===== src/rtl/vga_fetch.sv =====
// vga_fetch: Wishbone classic read master that streams the RGB565
// framebuffer into the write side of the display pixel FIFO.
// Walks the frame linearly, stages each acknowledged word in a 2-entry
// buffer and runs at most one frame ahead of the display.
// Optional feature: define VGA_FETCH_DBLBUF_EN to enable framebuffer
// double buffering (buf_swap selects the other buffer at frame end).
module vga_fetch #(
  parameter int          HDISP     = 640,
  parameter int          VDISP     = 480,
  parameter logic [31:0] BASE_ADDR = 32'h0
) (
  input  logic        CLK,
  input  logic        rst,
  input  logic        frame_sync,
  input  logic        buf_swap,
  output logic [31:0] wshb_adr,
  output logic        wshb_cyc,
  output logic        wshb_stb,
  output logic        wshb_we,
  output logic [1:0]  wshb_sel,
  output logic [2:0]  wshb_cti,
  output logic [1:0]  wshb_bte,
  input  logic        wshb_ack,
  input  logic [15:0] wshb_dat_sm,
  output logic [15:0] fifo_wdata,
  output logic        fifo_write,
  input  logic        fifo_wfull,
  output logic        frame_done,
  output logic        active_buf
);

  localparam int              NPIX      = HDISP * VDISP;
  localparam int              IDXW      = (NPIX > 1) ? $clog2(NPIX) : 1;
  localparam logic [IDXW-1:0] LAST_IDX  = IDXW'(NPIX - 1);
  localparam logic [IDXW-1:0] IDX_ONE   = IDXW'(1);
  localparam logic [31:0]     BUF_BYTES = 32'(2 * NPIX);

  typedef enum logic [0:0] {
    WAIT_SYNC = 1'b0,
    FETCH     = 1'b1
  } state_t;

  state_t          state_r;
  state_t          next_s;
  logic            sync_pending_r;
  logic [IDXW-1:0] pix_idx_r;
  logic            stb_r;
  logic [31:0]     adr_r;
  logic [15:0]     mem_r [2];
  logic            wr_ptr_r;
  logic            rd_ptr_r;
  logic [1:0]      count_r;
  logic            frame_done_r;
  logic            active_buf_s;

  logic            ack_s;
  logic            last_ack_s;
  logic            pop_s;
  logic            start_s;
  logic [31:0]     base_s;
  logic [31:0]     fetch_adr_s;

  // An ack only counts while our own strobe is up.
  assign ack_s      = stb_r & wshb_ack;
  assign last_ack_s = ack_s & (pix_idx_r == LAST_IDX);
  assign pop_s      = (count_r != 2'd0) & ~fifo_wfull;

  // Next-state logic: leave WAIT_SYNC on a sync (live or remembered), return on the last ack.
  always_comb begin
    next_s = state_r;
    case (state_r)
      WAIT_SYNC: begin
        if (frame_sync || sync_pending_r) begin
          next_s = FETCH;
        end else begin
          next_s = WAIT_SYNC;
        end
      end
      FETCH: begin
        if (last_ack_s) begin
          next_s = WAIT_SYNC;
        end else begin
          next_s = FETCH;
        end
      end
      default: next_s = WAIT_SYNC;
    endcase
  end

  // Start a read when idle on the bus, fetching (or entering fetch) and the buffer has room.
  // Using count_r while stb is low is safe: no push can land in that cycle.
  always_comb begin
    start_s = 1'b0;
    if (!stb_r && (next_s == FETCH) && (count_r < 2'd2)) begin
      start_s = 1'b1;
    end else begin
      start_s = 1'b0;
    end
  end

  // Framebuffer base follows the selected buffer; pixel address is base + 2*index.
  always_comb begin
    base_s = BASE_ADDR;
    if (active_buf_s) begin
      base_s = BASE_ADDR + BUF_BYTES;
    end else begin
      base_s = BASE_ADDR;
    end
  end

  assign fetch_adr_s = base_s + (32'(pix_idx_r) << 1);

  // FSM state register.
  always_ff @(posedge CLK or posedge rst) begin
    if (rst) begin
      state_r <= WAIT_SYNC;
    end else begin
      state_r <= next_s;
    end
  end

  // Remember one frame_sync seen during a fetch; extra ones are absorbed.
  always_ff @(posedge CLK or posedge rst) begin
    if (rst) begin
      sync_pending_r <= 1'b0;
    end else if ((state_r == WAIT_SYNC) && (next_s == FETCH)) begin
      sync_pending_r <= 1'b0;
    end else if ((state_r == FETCH) && frame_sync) begin
      sync_pending_r <= 1'b1;
    end
  end

  // Pixel index advances on each ack and wraps after the last pixel.
  always_ff @(posedge CLK or posedge rst) begin
    if (rst) begin
      pix_idx_r <= '0;
    end else if (last_ack_s) begin
      pix_idx_r <= '0;
    end else if (ack_s) begin
      pix_idx_r <= pix_idx_r + IDX_ONE;
    end
  end

  // Registered strobe/address: held until the ack, then dropped for at least one cycle.
  always_ff @(posedge CLK or posedge rst) begin
    if (rst) begin
      stb_r <= 1'b0;
      adr_r <= BASE_ADDR;
    end else if (start_s) begin
      stb_r <= 1'b1;
      adr_r <= fetch_adr_s;
    end else if (ack_s) begin
      stb_r <= 1'b0;
    end
  end

  // Two-entry output buffer: push on ack, pop whenever the pixel FIFO has room.
  always_ff @(posedge CLK or posedge rst) begin
    if (rst) begin
      mem_r[0] <= 16'h0000;
      mem_r[1] <= 16'h0000;
      wr_ptr_r <= 1'b0;
      rd_ptr_r <= 1'b0;
      count_r  <= 2'd0;
    end else begin
      if (ack_s) begin
        mem_r[wr_ptr_r] <= wshb_dat_sm;
        wr_ptr_r        <= ~wr_ptr_r;
      end
      if (pop_s) begin
        rd_ptr_r <= ~rd_ptr_r;
      end
      case ({ack_s, pop_s})
        2'b10:   count_r <= count_r + 2'd1;
        2'b01:   count_r <= count_r - 2'd1;
        default: count_r <= count_r;
      endcase
    end
  end

  // End-of-frame pulse in the cycle after the final ack.
  always_ff @(posedge CLK or posedge rst) begin
    if (rst) begin
      frame_done_r <= 1'b0;
    end else begin
      frame_done_r <= last_ack_s;
    end
  end

`ifdef VGA_FETCH_DBLBUF_EN
  logic active_buf_r;
  logic swap_pending_r;

  // Latch swap requests and apply them only at the frame boundary.
  always_ff @(posedge CLK or posedge rst) begin
    if (rst) begin
      active_buf_r   <= 1'b0;
      swap_pending_r <= 1'b0;
    end else if (last_ack_s && swap_pending_r) begin
      active_buf_r   <= ~active_buf_r;
      swap_pending_r <= buf_swap;
    end else if (buf_swap) begin
      swap_pending_r <= 1'b1;
    end
  end

  assign active_buf_s = active_buf_r;
`else
  logic unused_buf_swap_s;

  assign unused_buf_swap_s = buf_swap;
  assign active_buf_s      = 1'b0;
`endif

  assign wshb_adr   = adr_r;
  assign wshb_stb   = stb_r;
  assign wshb_cyc   = stb_r;
  assign wshb_we    = 1'b0;
  assign wshb_sel   = 2'b11;
  assign wshb_cti   = 3'b000;
  assign wshb_bte   = 2'b00;
  assign fifo_write = pop_s;
  assign fifo_wdata = mem_r[rd_ptr_r];
  assign frame_done = frame_done_r;
  assign active_buf = active_buf_s;

endmodule


===== config.mk =====
export PLATFORM = sky130hd
export DESIGN_NAME = vga_fetch
export DESIGN_NICKNAME = d
export VERILOG_FILES = /design/src/rtl/vga_fetch.sv
export SDC_FILE = /design/constraint.sdc
export NUM_CORES = 1
export LEC_CHECK = 0
export BUFFER_PORTS_ARGS = -buffer_cell sky130_fd_sc_hd__buf_2
export CAP_MARGIN = 20
export CELL_PAD_IN_SITES_DETAIL_PLACEMENT = 0
export CELL_PAD_IN_SITES_GLOBAL_PLACEMENT = 2
export CORE_ASPECT_RATIO = 2
export CORE_MARGIN = 5
export CORE_UTILIZATION = 30
export DETAILED_ROUTE_END_ITERATION = 7
export GPL_TIMING_DRIVEN = 0
export PLACE_DENSITY_LB_ADDON = 0.1
export SYNTH_ARGS = -nofsm -noshare
export SYNTH_HDL_FRONTEND = slang
export SYNTH_SLANG_ARGS = --single-unit

===== constraint.sdc =====
create_clock -name CLK -period 6.67 [get_ports CLK]
set_input_delay 1.0005 -clock CLK [delete_from_list [all_inputs] [get_ports CLK]]
set_output_delay 1.0005 -clock CLK [all_outputs]
set_load 0.01 [all_outputs]

# Word level (Yosys, flattened, before mapping)
# Index checks and enable logic that the tools add are counted.
# classes
mux	17
eq_ne	3
n_reduce_logical	12
n_addsub	3
n_bitwise	9
n_lt_le_gt_ge	4
# ops
op	count
$mux W16	4
$mux W19	2
$bwmux W32	1
$add A19 B1 Y19 const B	1
$eq A19 B19 Y1 const B	1
$demux W16 S1	1
$reduce_bool A2 Y1	5
$mux W1	7
$logic_and A1 B1 Y1	5
$ge A2 B2 Y1 const B	2
$not A1 Y1	4
$not A1 Y2	2
$pmux W2 S2	1
$and A1 B1 Y1	3
$add A2 B1 Y2 const B	1
$eq A2 B1 Y1 const B	1
$eq A2 B2 Y1 const B	1
$lt A2 B1 Y1 const B	1
$lt A2 B2 Y1 const B	1
$pmux W1 S2	1
$sub A2 B1 Y2 const B	1
$logic_not A1 Y1	1
$logic_or A1 B1 Y1	1
# totals
output_inout_bits	61
input_bits	22
ff_bits	78
wordCells	59

# Logic depth before layout (Yosys ltp)
# depth
ltp_word	8
mapped_depth	6
depth_no_buf	6

# Worst setup path before layout
# Ideal clock, no wire load.
# synth_path
path_kind	input to register
from	input port wshb_ack
to	register pix_idx_r[15]
stages	6
t_arrival_ns	2.515
setup_ns	0.073
t_required_ns	6.597
setup_slack_ns	4.082
path_cell_list	clkbuf_2 nand3_1 or4_1 buf_2 or4_4 a21oi_2
# synth_via
elab_chain_cells	3
# synth_rtl
item	line_no	text
start: declaration	23	input logic wshb_ack,
$and A1 B1 Y1 *	64	assign ack_s = stb_r & wshb_ack;
$and A1 B1 Y1	65	assign last_ack_s = ack_s & (pix_idx_r == LAST_IDX);
$mux W19 / $reduce_bool A2 Y1 (equally long branches)	n/a	
end signal: assignment	140	pix_idx_r <= pix_idx_r + IDX_ONE;
end: declaration	46	logic [IDXW-1:0] pix_idx_r;
# Every way passes the cells marked *; elsewhere a longest branch is shown, timed or not.
# A chain may end at the register's enable or synchronous reset.

# Worst setup path in the final report
# layout_path
from	register rd_ptr_r
to	output port fifo_wdata[13]
# layout_via
elab_chain_cells	4
# layout_rtl
item	line_no	text
start: declaration	51	logic rd_ptr_r;
start signal: assignment	171	rd_ptr_r <= ~rd_ptr_r;
$not A1 Y2 (implied by the code)	223	assign fifo_wdata = mem_r[rd_ptr_r];
$mux W16 (implied by the code) (3 in series)	223	
end: declaration	25	output logic [15:0] fifo_wdata,
# Every way passes these cells. The select of a mux whose other input is x is not followed.

==> results_dict.tcl <==
set metrics [dict create \
    status "finished clean" \
    seq_area_sq_um 1950 \
    path_buf_inv 3 \
    hold_violations 0 \
    nNetsFinal 392 \
    h-tree-depth 3 \
    tns_ns 0 \
    cts_tree "built" \
    ios 83 \
    clock_skew_ns 0.00602 \
    layout-drive-gt1-share 0.475 \
    worstPathCellList "clkbuf_1 -> buf_1 -> mux2_2 -> buf_2" \
    grt_max_degree 61 \
    path_class "flip-flop to primary output" \
    p_leak_uw 0.00208 \
    slew_headroom 0.544 \
    n_fill_cell 1219 \
    ys.flop_type "dfrtp_1" \
    finalWirelength_um 7760 \
    postSynthAreaPerCell_sq_um 12.7 \
    ant_nets 0 \
    fin_crit_sh 0.472 \
    drc 0 \
    grt_pass1_wl_um 13000 \
    crit_family "buffers and inverters" \
    syn_area_sq_um 3520 \
    track_usage 0.120 \
    async_flop_share 1.00 \
    min_period_ns 3.15 \
    dp_hpwl_um 5890 \
    hold_buffers 0 \
    synth-edff-count 0 \
    die_w_um 86.6 \
    drv_cap 0 \
    synth.ff_latch_count 78 \
    overflow 0 \
    cp.depth 4 \
    post-synth-top-area-cell "dfrtp_1" \
    synth.most_common_cell "dfrtp_1" \
    die_area_sq_um 14100 \
    ys_types 34 \
    fmax_ghz 0.318 \
    cp.arrival_ns 2.15 \
    clkLatencyLatePin_ns 0.33 \
    cts_resized 0 \
    wl_per_cell_um 15.0 \
    cts_buffer_depth 2 \
    num_vias 2294 \
    initial_core_util 0.303 \
    synth_top_cell_area_share 0.554 \
    grt_pass1_vias 2459 \
    multi_input_area_sq_um 1400 \
    slowest_delay_ns 0.57 \
    cts.clk_slew.worst_paths_ns 0.06 \
    crit_path_top_delay_cell "buf_1" \
    numPortBuffers 58 \
    area_growth_pct 24.6 \
    holdPathStages 2 \
    ir_worst_vdd_mv 0.159 \
    core_sq_um 11600 \
    rows 56 \
    die_h_um 163 \
    grt_antenna_before_repair 0 \
    netlist_top_cells_count "dfrtp_1, mux2_2, buf_4, nand2_1, xnor2_1" \
    holdCritPathClass "flip-flop to flip-flop" \
    worstPathRequired_ns 5.67 \
    cts_setup_buffers 0 \
    crit_path_end_kind "primary output" \
    clock-sinks 78 \
    gp_congestion 0.673 \
    r2r_cells 6 \
    rsz0062_at_grt "no" \
    ys_seq_area_frac 0.554 \
    drtIter0Drc 36 \
    hold_slack_ns 0.476 \
    setup_viol_count_final 0 \
    start_kind "flip-flop" \
    routed_via_density 4.43 \
    cts_made_buffers 9 \
    first_pass_iters 4 \
    worst_pin_slew_ns 0.683 \
    slew_violations 0 \
    synth_cells 278 \
    path_max_fanout 10 \
    power_density_nw_per_um2 407 \
    synth_area_leaders "dfrtp_1, mux2_2, buf_4" \
    ys_warn_count 0 \
    diodes 0 \
    cts-root-buf "clkbuf_16" \
]
-- state kept, by name, indices dropped and copies added, names as in the netlist --
name            cells
state_r             1
wshb_adr           19
count_r             2
pix_idx_r          19
wshb_cyc            1
sync_pending_r      1
frame_done          1
wr_ptr_r            1
rd_ptr_r            1
mem_r              32
-- cells by family after synthesis --
logic type	share of synthesized area
flip-flops	0.554
multiplexers	0.211
AND/OR/NAND/NOR	0.0930
buffers and inverters	0.0689
XOR/XNOR	0.0447
AO/OA/AOI/OAI	0.0192
adder cells (fa/ha/maj)	0.00710
other	0.00213
-- layer usage --
metal  up-vias  global-route usage  share of wire
met1      1141               0.131           0.38
met4         0              0.0489          0.019
met3        11              0.0262          0.033
met5         -                   0              0
met2        47               0.218           0.57
li1       1095                   -              -
-- final timing paths --
check,from,endpoint,slack (ns)
setup / recovery,rd_ptr_r,fifo_wdata[13],3.52
hold / removal,wshb_adr[18],wshb_adr[18],0.48
setup reg to reg,wshb_cyc,mem_r[29],4.24
hold reg to reg,wshb_adr[18],wshb_adr[18],0.48
max in group asynchronous,rst,mem_r[21],5.47
min in group asynchronous,rst,mem_r[27],0.61
-- metrics by stage --
stage | area (sq um) | worst slack [ns] | cells | utilization | power [uW]
2_1_floorplan | 3600 | 3.67 | 298 | - | 1130
3_3_place_gp | 4070 | 2.56 | 501 | 0.350 | 1320
3_5_place_dp | 4100 | 3.52 | 502 | 0.353 | 1340
4_1_cts | 4390 | 3.45 | 518 | 0.378 | 1830
5_1_grt | 4390 | 3.37 | 518 | 0.378 | 1920
6_report | 4390 | 3.52 | 518 | 0.378 | 1790
-- cell usage in the layout (no fill, tap or decap), types with 2 or more instances in the layout --
| master | instances |
|---|---|
| inv_1 | 3 |
| dfrtp_1 | 78 |
| nand3_1 | 8 |
| xor2_1 | 3 |
| nor2_1 | 13 |
| mux2_2 | 66 |
| a21oi_1 | 2 |
| conb_1 | 22 |
| nor4_1 | 3 |
| or2_2 | 2 |
| clkbuf_2 | 2 |
| clkinvlp_4 | 3 |
| nor3_1 | 4 |
| nand2_1 | 16 |
| ha_1 | 2 |
| o21ai_0 | 5 |
| clkbuf_1 | 8 |
| xnor2_1 | 15 |
| buf_4 | 23 |
| clkinv_2 | 2 |
| or3_1 | 2 |
| clkbuf_16 | 9 |
| buf_2 | 61 |
| nand4_1 | 5 |
-- cell type report --
cell class                 instances  area share
clock inverter                     6      0.0142
timing repair buffer              59      0.0724
clock buffer                      10      0.0521
tap                              145      0.0413
sequential                        78       0.444
inverter                           4     0.00399
buffer                            36      0.0519
multi-input combinational        180       0.320
-- worst register-to-register path: cells and delay by family, from the launching register on --
kind                   cells  cell delay [ns]
DFF                        1             0.39
muxes                      1             0.41
and+or+nand+nor            2             0.34
buffers and inverters      3             1.18
-- power breakdown --
| group | leakage (uW) | internal, uW | switching [uW] |
|---|---|---|---|
| registers | 0.000969 | 622 | 84.1 |
| clock network | 0.000134 | 288 | 189 |
| logic | 0.000974 | 323 | 282 |
| total | 0.00208 | 1230 | 556 |
Power figures use the tool's default switching activity.
